--- src/rtl/rx_stat_pkg.sv ---
// rx_stat_pkg
// Shared constants for the RX statistics counter bank: counting modes,
// default geometry, and the channel assignment used by the 10G RX engine.
package rx_stat_pkg;

  // Counting modes
  localparam int STAT_WRAP = 0;
  localparam int STAT_SAT  = 1;

  // Default geometry
  localparam int DEF_NCH   = 8;
  localparam int DEF_WIDTH = 32;
  localparam int DEF_INC_W = 16;
  localparam int DEF_AW    = 3;

  // Channel assignment
  localparam int CH_FRAMES  = 0;
  localparam int CH_BYTES   = 1;
  localparam int CH_CRC_ERR = 2;
  localparam int CH_RUNT    = 3;
  localparam int CH_LONG    = 4;
  localparam int CH_PAUSE   = 5;
  localparam int CH_BCAST   = 6;
  localparam int CH_MCAST   = 7;

endpackage

--- src/rtl/rx_stat_cell.sv ---
// rx_stat_cell
// One statistics counter with its sticky overflow flag.
// Ports:
//   clk, reset        clock, asynchronous active-high reset
//   clr               bank-wide clear (highest priority)
//   clr_rd            clear-on-read of this channel
//   inc_en, inc_val   increment strobe and amount
//   cnt, ovf          current counter value and sticky overflow flag
//   ovf_nxt           overflow flag value being loaded this cycle
module rx_stat_cell
  import rx_stat_pkg::*;
#(
  parameter int WIDTH    = DEF_WIDTH,
  parameter int INC_W    = DEF_INC_W,
  parameter int SATURATE = STAT_WRAP
) (
  input  logic             clk,
  input  logic             reset,
  input  logic             clr,
  input  logic             clr_rd,
  input  logic             inc_en,
  input  logic [INC_W-1:0] inc_val,
  output logic [WIDTH-1:0] cnt,
  output logic             ovf,
  output logic             ovf_nxt
);

  // Carry out of the WIDTH+1 bit sum marks an overflow; saturate mode pins
  // the counter at all-ones, wrap mode keeps the low bits.
  function automatic logic [WIDTH-1:0] wrap_or_sat(input logic [WIDTH:0] s);
    if (s[WIDTH] && (SATURATE == STAT_SAT))
      return '1;
    return s[WIDTH-1:0];
  endfunction

  logic [WIDTH:0]   sum;
  logic [WIDTH-1:0] cnt_nxt;

  always_comb begin
    sum     = {1'b0, cnt} + (WIDTH+1)'(inc_val);
    cnt_nxt = cnt;
    ovf_nxt = ovf;
    if (clr) begin
      cnt_nxt = '0;
      ovf_nxt = 1'b0;
    end else if (clr_rd) begin
      // Clearing read restarts from this cycle's increment so none is lost.
      cnt_nxt = inc_en ? WIDTH'(inc_val) : '0;
      ovf_nxt = 1'b0;
    end else if (inc_en) begin
      cnt_nxt = wrap_or_sat(sum);
      if (sum[WIDTH])
        ovf_nxt = 1'b1;
    end
  end

  // ---- stage p1: counter state ----
  always_ff @(posedge clk or posedge reset) begin
    if (reset) begin
      cnt <= '0;
      ovf <= 1'b0;
    end else begin
      cnt <= cnt_nxt;
      ovf <= ovf_nxt;
    end
  end

endmodule

--- src/rtl/rx_stat_counter_bank.sv ---
// rx_stat_counter_bank
// Bank of NCH independent statistics counters with a single-channel host
// read port (1-cycle latency, optional clear-on-read) and a global clear.
// Ports:
//   clk, reset        clock, asynchronous active-high reset
//   clr_all           synchronous clear of all counters and flags
//   inc_en, inc_val   per-channel increment strobe / amount (INC_W each)
//   rd_req, rd_addr   read request and channel address
//   rd_clr            clear the addressed channel after sampling
//   rd_valid          one-cycle pulse, cycle after rd_req
//   rd_data, rd_ovf   sampled counter value and overflow flag
//   ovf_any           registered OR of all overflow flags
module rx_stat_counter_bank
  import rx_stat_pkg::*;
#(
  parameter int NCH      = DEF_NCH,
  parameter int WIDTH    = DEF_WIDTH,
  parameter int INC_W    = DEF_INC_W,
  parameter int SATURATE = STAT_WRAP,
  parameter int AW       = DEF_AW
) (
  input  logic                 clk,
  input  logic                 reset,
  input  logic                 clr_all,
  input  logic [NCH-1:0]       inc_en,
  input  logic [NCH*INC_W-1:0] inc_val,
  input  logic                 rd_req,
  input  logic [AW-1:0]        rd_addr,
  input  logic                 rd_clr,
  output logic                 rd_valid,
  output logic [WIDTH-1:0]     rd_data,
  output logic                 rd_ovf,
  output logic                 ovf_any
);

  if (INC_W > WIDTH) begin : g_chk_inc_w
    $error("rx_stat_counter_bank: INC_W must not exceed WIDTH");
  end
  if ((NCH < 1) || (NCH > 32) || ((1 << AW) < NCH)) begin : g_chk_geom
    $error("rx_stat_counter_bank: need 1 <= NCH <= 32 and 2**AW >= NCH");
  end

  logic [WIDTH-1:0] cnt [NCH];
  logic [NCH-1:0]   ovf;
  logic [NCH-1:0]   ovf_nxt;

  for (genvar g = 0; g < NCH; g++) begin : g_cell
    rx_stat_cell #(
      .WIDTH    (WIDTH),
      .INC_W    (INC_W),
      .SATURATE (SATURATE)
    ) u_cell (
      .clk     (clk),
      .reset   (reset),
      .clr     (clr_all),
      .clr_rd  (rd_req & rd_clr & (rd_addr == AW'(g))),
      .inc_en  (inc_en[g]),
      .inc_val (inc_val[g*INC_W +: INC_W]),
      .cnt     (cnt[g]),
      .ovf     (ovf[g]),
      .ovf_nxt (ovf_nxt[g])
    );
  end

  // ---- stage p0: read select from pre-update state ----
  // Addresses at or beyond NCH match no channel and therefore read zero.
  logic [WIDTH-1:0] rd_data_p0;
  logic             rd_ovf_p0;

  always_comb begin
    rd_data_p0 = '0;
    rd_ovf_p0  = 1'b0;
    for (int i = 0; i < NCH; i++) begin
      if (rd_addr == AW'(i)) begin
        rd_data_p0 = cnt[i];
        rd_ovf_p0  = ovf[i];
      end
    end
  end

  // ---- stage p1: registered read port and overflow summary ----
  logic             vld_p1;
  logic [WIDTH-1:0] rd_data_p1;
  logic             rd_ovf_p1;
  logic             ovf_any_p1;

  always_ff @(posedge clk or posedge reset) begin
    if (reset) begin
      vld_p1     <= 1'b0;
      rd_data_p1 <= '0;
      rd_ovf_p1  <= 1'b0;
      ovf_any_p1 <= 1'b0;
    end else begin
      vld_p1     <= rd_req;
      ovf_any_p1 <= |ovf_nxt;
      if (rd_req) begin
        rd_data_p1 <= rd_data_p0;
        rd_ovf_p1  <= rd_ovf_p0;
      end
    end
  end

  assign rd_valid = vld_p1;
  assign rd_data  = rd_data_p1;
  assign rd_ovf   = rd_ovf_p1;
  assign ovf_any  = ovf_any_p1;

endmodule

--- config.mk ---
export PLATFORM = sky130hd
export DESIGN_NAME = rx_stat_counter_bank
export DESIGN_NICKNAME = d
export VERILOG_FILES = /design/src/rtl/rx_stat_pkg.sv /design/src/rtl/rx_stat_cell.sv /design/src/rtl/rx_stat_counter_bank.sv
export SDC_FILE = /design/constraint.sdc
export NUM_CORES = 1
export LEC_CHECK = 0
export CORE_ASPECT_RATIO = 0.9
export CORE_MARGIN = 2
export CORE_UTILIZATION = 48
export CTS_CLUSTER_DIAMETER = 120
export DETAILED_ROUTE_END_ITERATION = 10
export PLACE_DENSITY_LB_ADDON = 0.3
export SETUP_SLACK_MARGIN = 0.05
export SLEW_MARGIN = 20
export SYNTH_ARGS = -nofsm -noshare
export SYNTH_HDL_FRONTEND = slang
export SYNTH_HIERARCHICAL = 1
export SYNTH_SLANG_ARGS = --single-unit
--- constraint.sdc ---
create_clock -name clk -period 2.6 [get_ports clk]
set_input_delay 0.52 -clock clk [delete_from_list [all_inputs] [get_ports clk]]
set_output_delay 0.52 -clock clk [all_outputs]
set_load 0.005 [all_outputs]
* Word-level counts from Yosys, hierarchy flattened *
Cells that the tools add are included.

cells by class
  mux-type cells = 80
  bitwise logic cells = 9
  $add $sub $neg = 8
  reductions and logical operators = 10
  eq/ne operators = 7

operators by type and width
  kind                                                                    number
  32-bit two-way mux                                                      32
  32-bit by 16-bit adder with 33-bit output                               8
  16-bit two-way mux                                                      8
  1-bit two-way mux                                                       40
  3-bit nonzero test                                                      8
  3-bit equality test (second input constant)                             4
  1-bit bitwise AND                                                       9
  8-bit OR reduction                                                      1
  3-bit by 2-bit equality test with 1-bit output (second input constant)  2
  3-bit by 1-bit equality test with 1-bit output (second input constant)  1
  3-bit logical NOT                                                       1

word-level totals
  output and inout port bits = 35
  input bits = 144
  word-level logic and storage cells = 134
  flip-flop bits (word level) = 299

* Logic depth before layout (Yosys ltp) *
  depth in word-level cells = 9
  gate-level depth with buffers = 12
  gate-level depth less buffers = 11

* Cells and area by module *
Netlist, hierarchy kept.

by module, submodules not included
  module                               cells an instance  sequential area each (um^2)  instances  area an instance (um^2)
  rx_stat_cell (g_cell[0].u_cell ...)  308                825.8                        5          2598.7
  rx_stat_cell (g_cell[5].u_cell ...)  326                825.8                        2          2647.5
  rx_stat_counter_bank                 521                875.8                        1          3967.6
  rx_stat_cell (g_cell[7].u_cell)      317                825.8                        1          2648.8

* Worst setup path before layout *
OpenSTA, ideal clock, no wires.

  path kind = in2reg
  start point = input inc_val[32]
  end point = register g_cell[2].u_cell.cnt[16]
  stages = 10
  data required time = 2.522 ns
  buffers on the path = 1
  arrival = 2.608 ns
  setup slack = -0.086 ns
  setup time = 0.078 ns
  cell sequence = ha_1 -> inv_1 -> fa_1 -> and2b_1 -> o2111ai_1 -> a211oi_2 -> and4b_4 -> buf_6 -> or4_1 -> a21oi_1

on the way
  word-level cells in the longest chain between the ends = 4

RTL lines
  what                                       RTL line                    RTL
  from (decl)                                rx_stat_counter_bank.sv:26  input logic [NCH*INC_W-1:0] inc_val,
  32-bit by 16-bit adder with 33-bit output  rx_stat_cell.sv:40          sum = {1'b0, cnt} + (WIDTH+1)'(inc_val);
  32-bit two-way mux                         rx_stat_cell.sv:50          end else if (inc_en) begin
  32-bit two-way mux                         rx_stat_cell.sv:46          end else if (clr_rd) begin
  32-bit two-way mux                         rx_stat_cell.sv:43          if (clr) begin
  to (signal assigned)                       rx_stat_cell.sv:63          cnt <= cnt_nxt;
  to (decl)                                  rx_stat_cell.sv:23          output logic [WIDTH-1:0] cnt,

No other way between the ends. The select of a mux whose other input is x is not followed.
A chain may end at the register's enable or synchronous reset.

* Final worst setup path *
  start point = register g_cell[4].u_cell.cnt[0]
  end point = register g_cell[4].u_cell.cnt[20]

on the way
  word-level cells in the longest chain between the ends = 4

RTL lines
  what                                       RTL line
  from (decl)                                rx_stat_cell.sv:23
  from (signal assigned)                     rx_stat_cell.sv:63
  32-bit by 16-bit adder with 33-bit output  rx_stat_cell.sv:40
  32-bit two-way mux                         rx_stat_cell.sv:50
  32-bit two-way mux                         rx_stat_cell.sv:46
  32-bit two-way mux                         rx_stat_cell.sv:43

No other way between the ends. The select of a mux whose other input is x is not followed.

==> impl_metrics.yaml <==
yosys:
  synth.distinct_cells: 87
  yosys_most_used_dff: "dfrtp_1"
  yosys_warnings: 6
  yosys.area.top_type: "dfrtp_1"
  synth-edff-count: 0
  synth_area_leaders: "dfrtp_1 30%, a21oi_1 6.5%, ha_1 6.4%"
  yosysSeqAreaShare: 0.300
  synth-seq-cells: 299
  synth_nets: 3310
  syn_inst: 3030
  async_reset_ff_frac: 1.00
  syn-mean-instance-area_um2: 8.22
  synth_top_area_frac: 0.300
  synthesis.area_mm2: 0.0249
critical_path:
  crit_slowest_cell: "or4_1"
  cp_cell_sequence: "ha_4 -> inv_2 -> fa_2 -> and2b_1 -> o2111ai_2 -> a211oi_4 -> and4b_4 -> or4_1 -> a21oi_1"
  start_kind: "register"
  r2r-start: "g_cell[4].u_cell/cnt[0]"
  crit_end: "g_cell[4].u_cell/cnt[20]"
  r2r_setup_slack_ns: -0.08
  criticalPathCategory: "reg2reg"
  crit_fanout: 7
  worstPathArrival_ns: 3.16
  endpoint_kind: "register"
  cp_data_required_time_ns: 3.08
  max_stage_delay_ns: 0.50
  worstSetupStartpoint: "g_cell[4].u_cell/cnt[0]"
  reg2regPathDepth: 9
  r2r-end: "g_cell[4].u_cell/cnt[20]"
placed_design:
  placed_area_mm2: 0.0314
  gp_congestion: 0.998
  portBuffers: 178
  place_hpwl_mm: 73.8
drt:
  viasPerCell: 6.32
  drt-pass1-iter-count: 6
  first_iter_violations: 2915
  ant_nets: 0
  drc: 0
  postRouteWirelength_mm: 97.1
  via_count: 28000
  wl_per_cell_um: 21.9
job:
  max_cap_violations: 0
cells_and_area:
  layout_common_cells: "632 x buf_4, 299 x dfrtp_1, 291 x a21oi_1"
  nets: 4003
  final_cell_area_mm2: 0.0336
  layout-drive-gt1-share: 0.245
  area_growth_pct: 34.8
  layout_commonest_cell: "buf_4"
grt:
  grt_usage: 0.351
  overflow: 0
  grt_pass1_wl_mm: 149
  antenna_found_initial: 3
  grt_max_degree: 93
  grt_pass1_vias: 26600
cts:
  clockBufferDepth: 3
  clk_pin_slew_worst_paths_ns: 0.06
  cts_max_level: 2
  root_buffer: "clkbuf_16"
  clk_latency_ns: 0.58
  cts_sinks: 299
  cts_tree: "yes"
  cts_made_buffers: 39
hold_path:
  hold_path_class: "in2reg"
floorplan:
  coreArea_mm2: 0.0515
  die-height_um: 220
  start_util: 0.484
  die_w_um: 244
  ioPinCount: 179
  dieArea_mm2: 0.0537
  rows: 79
timing:
  min_period_ns: 2.68
  hold_violations: 0
  finalCritPeriodShare: 1.03
  finalSetupTns_ns: -0.468
  rsz0062_at_grt: "yes"
  worstMarginPinSlew_ns: 0.821
  layout_setup_ws_ns: -0.0818
  slew_headroom: 0.452
  fin_skew_ns: 0.0313
  fmax_ghz: 0.373
  slew_violations: 0
  setup_viol: 14
outcome:
  outcome: "complete, but fails checks"
  violations: "setup timing"
pwr:
  p_per_area_mw_per_mm2: 546
  p_leak_uw: 0.0152
  ir_worst_vdd_mv: 0.421
what timing repair did:
item | 4_1_cts | 5_1_grt
endpoints found under the setup margin | 55 | 90
pin swaps | 58 | 40
cloned | 3 | 0
hold buffers | 0 | 0
resized for setup | 55 | 95
setup buffers | 18 | 15
layout make-up:
type	instances	area [um^2]
timing repair buffer	826	6770
fill	4260	17900
clock buffer	55	1120
inverter	94	353
sequential	299	7480
tap	688	861
antenna	1	2.50
multi-input combinational	2463	16800
clock inverter	11	184
cell families (layout without fill, tap and decap cells):
kind of cell | after synthesis | after routing | synth area share
AOI/OAI and AO/OA | 1095 | 1095 | 0.288
and+or+nand+nor | 1091 | 1094 | 0.234
DFF | 299 | 299 | 0.300
buffers and inverters | 271 | 986 | 0.0532
adders and majority gates | 136 | 136 | 0.0707
muxes | 96 | 96 | 0.0387
xor gates and xnor gates | 42 | 42 | 0.0148
other | 0 | 1 | 0
metrics by stage:
step,instances,worst slack [ns],power (uW),utilization,hold slack [ns]
3_5_place_dp,4334,-0.834,12100,0.609,0.495
3_3_place_gp,4334,-0.826,12000,0.609,0.494
2_1_floorplan,3030,-0.0616,9000,-,0.462
6_report,4437,-0.0818,18300,0.652,0.347
5_1_grt,4436,-0.189,19200,0.652,0.341
4_1_cts,4421,-0.0610,18100,0.642,0.385
layer usage:
| layer | track usage | wire, um |
|---|---|---|
| met5 | 0 | 23 |
| met2 | 0.534 | 42200 |
| met3 | 0.0566 | 9110 |
| met4 | 0.131 | 3740 |
| met1 | 0.499 | 42100 |
synth_stat cells, types with 39 or more instances:
cell / instances
nand2b_1: 39
ha_1: 128
nand4_1: 42
a31oi_1: 66
nand3_1: 87
nor2b_1: 50
o21ai_0: 127
or4_1: 63
a21oi_1: 325
a21o_1: 70
nand2_1: 237
dfrtp_1: 299
nor3_1: 63
o22ai_1: 43
mux2i_1: 93
clkbuf_1: 88
a22oi_1: 48
nor2_1: 263
or3_1: 52
o31ai_1: 77
inv_1: 92
o21ai_1: 59
sequential cells by signal, summed over array words and instances, names as in the netlist:
signal             cells
rd_ovf                 1
rd_data               32
g_cell.u_cell/cnt    256
rd_valid               1
g_cell.u_cell/ovf      8
ovf_any                1
critical path, delay by kind of cell (launching register included):
kind	cells	cell delay, ns
AOI/OAI and AO/OA	3	0.65
adders and majority gates	2	0.48
buffers and inverters	1	0.03
DFF	1	0.39
and+or+nand+nor	3	1.04
worst min-delay path by stage:
stage	depth (start not counted)	from	slack [ns]	to
4_1_cts	3	inc_val[32]	0.39	g_cell[2].u_cell/cnt[0]
3_3_place_gp	1	g_cell[7].u_cell/ovf	0.49	g_cell[7].u_cell/ovf
6_report	3	inc_val[80]	0.35	g_cell[5].u_cell/cnt[0]
2_1_floorplan	1	g_cell[7].u_cell/ovf	0.46	g_cell[7].u_cell/ovf
3_5_place_dp	1	g_cell[7].u_cell/ovf	0.50	g_cell[7].u_cell/ovf
5_1_grt	3	inc_val[80]	0.34	g_cell[5].u_cell/cnt[0]
report_power, final:
part	leakage (uW)	switching, uW	internal [uW]	total [uW]
Combinational	0.0106	3870	3420	7300
Sequential	0.00402	317	4990	5300
Clock	0.000642	2270	3470	5740
Note: power is estimated with default switching activity, not from simulation.
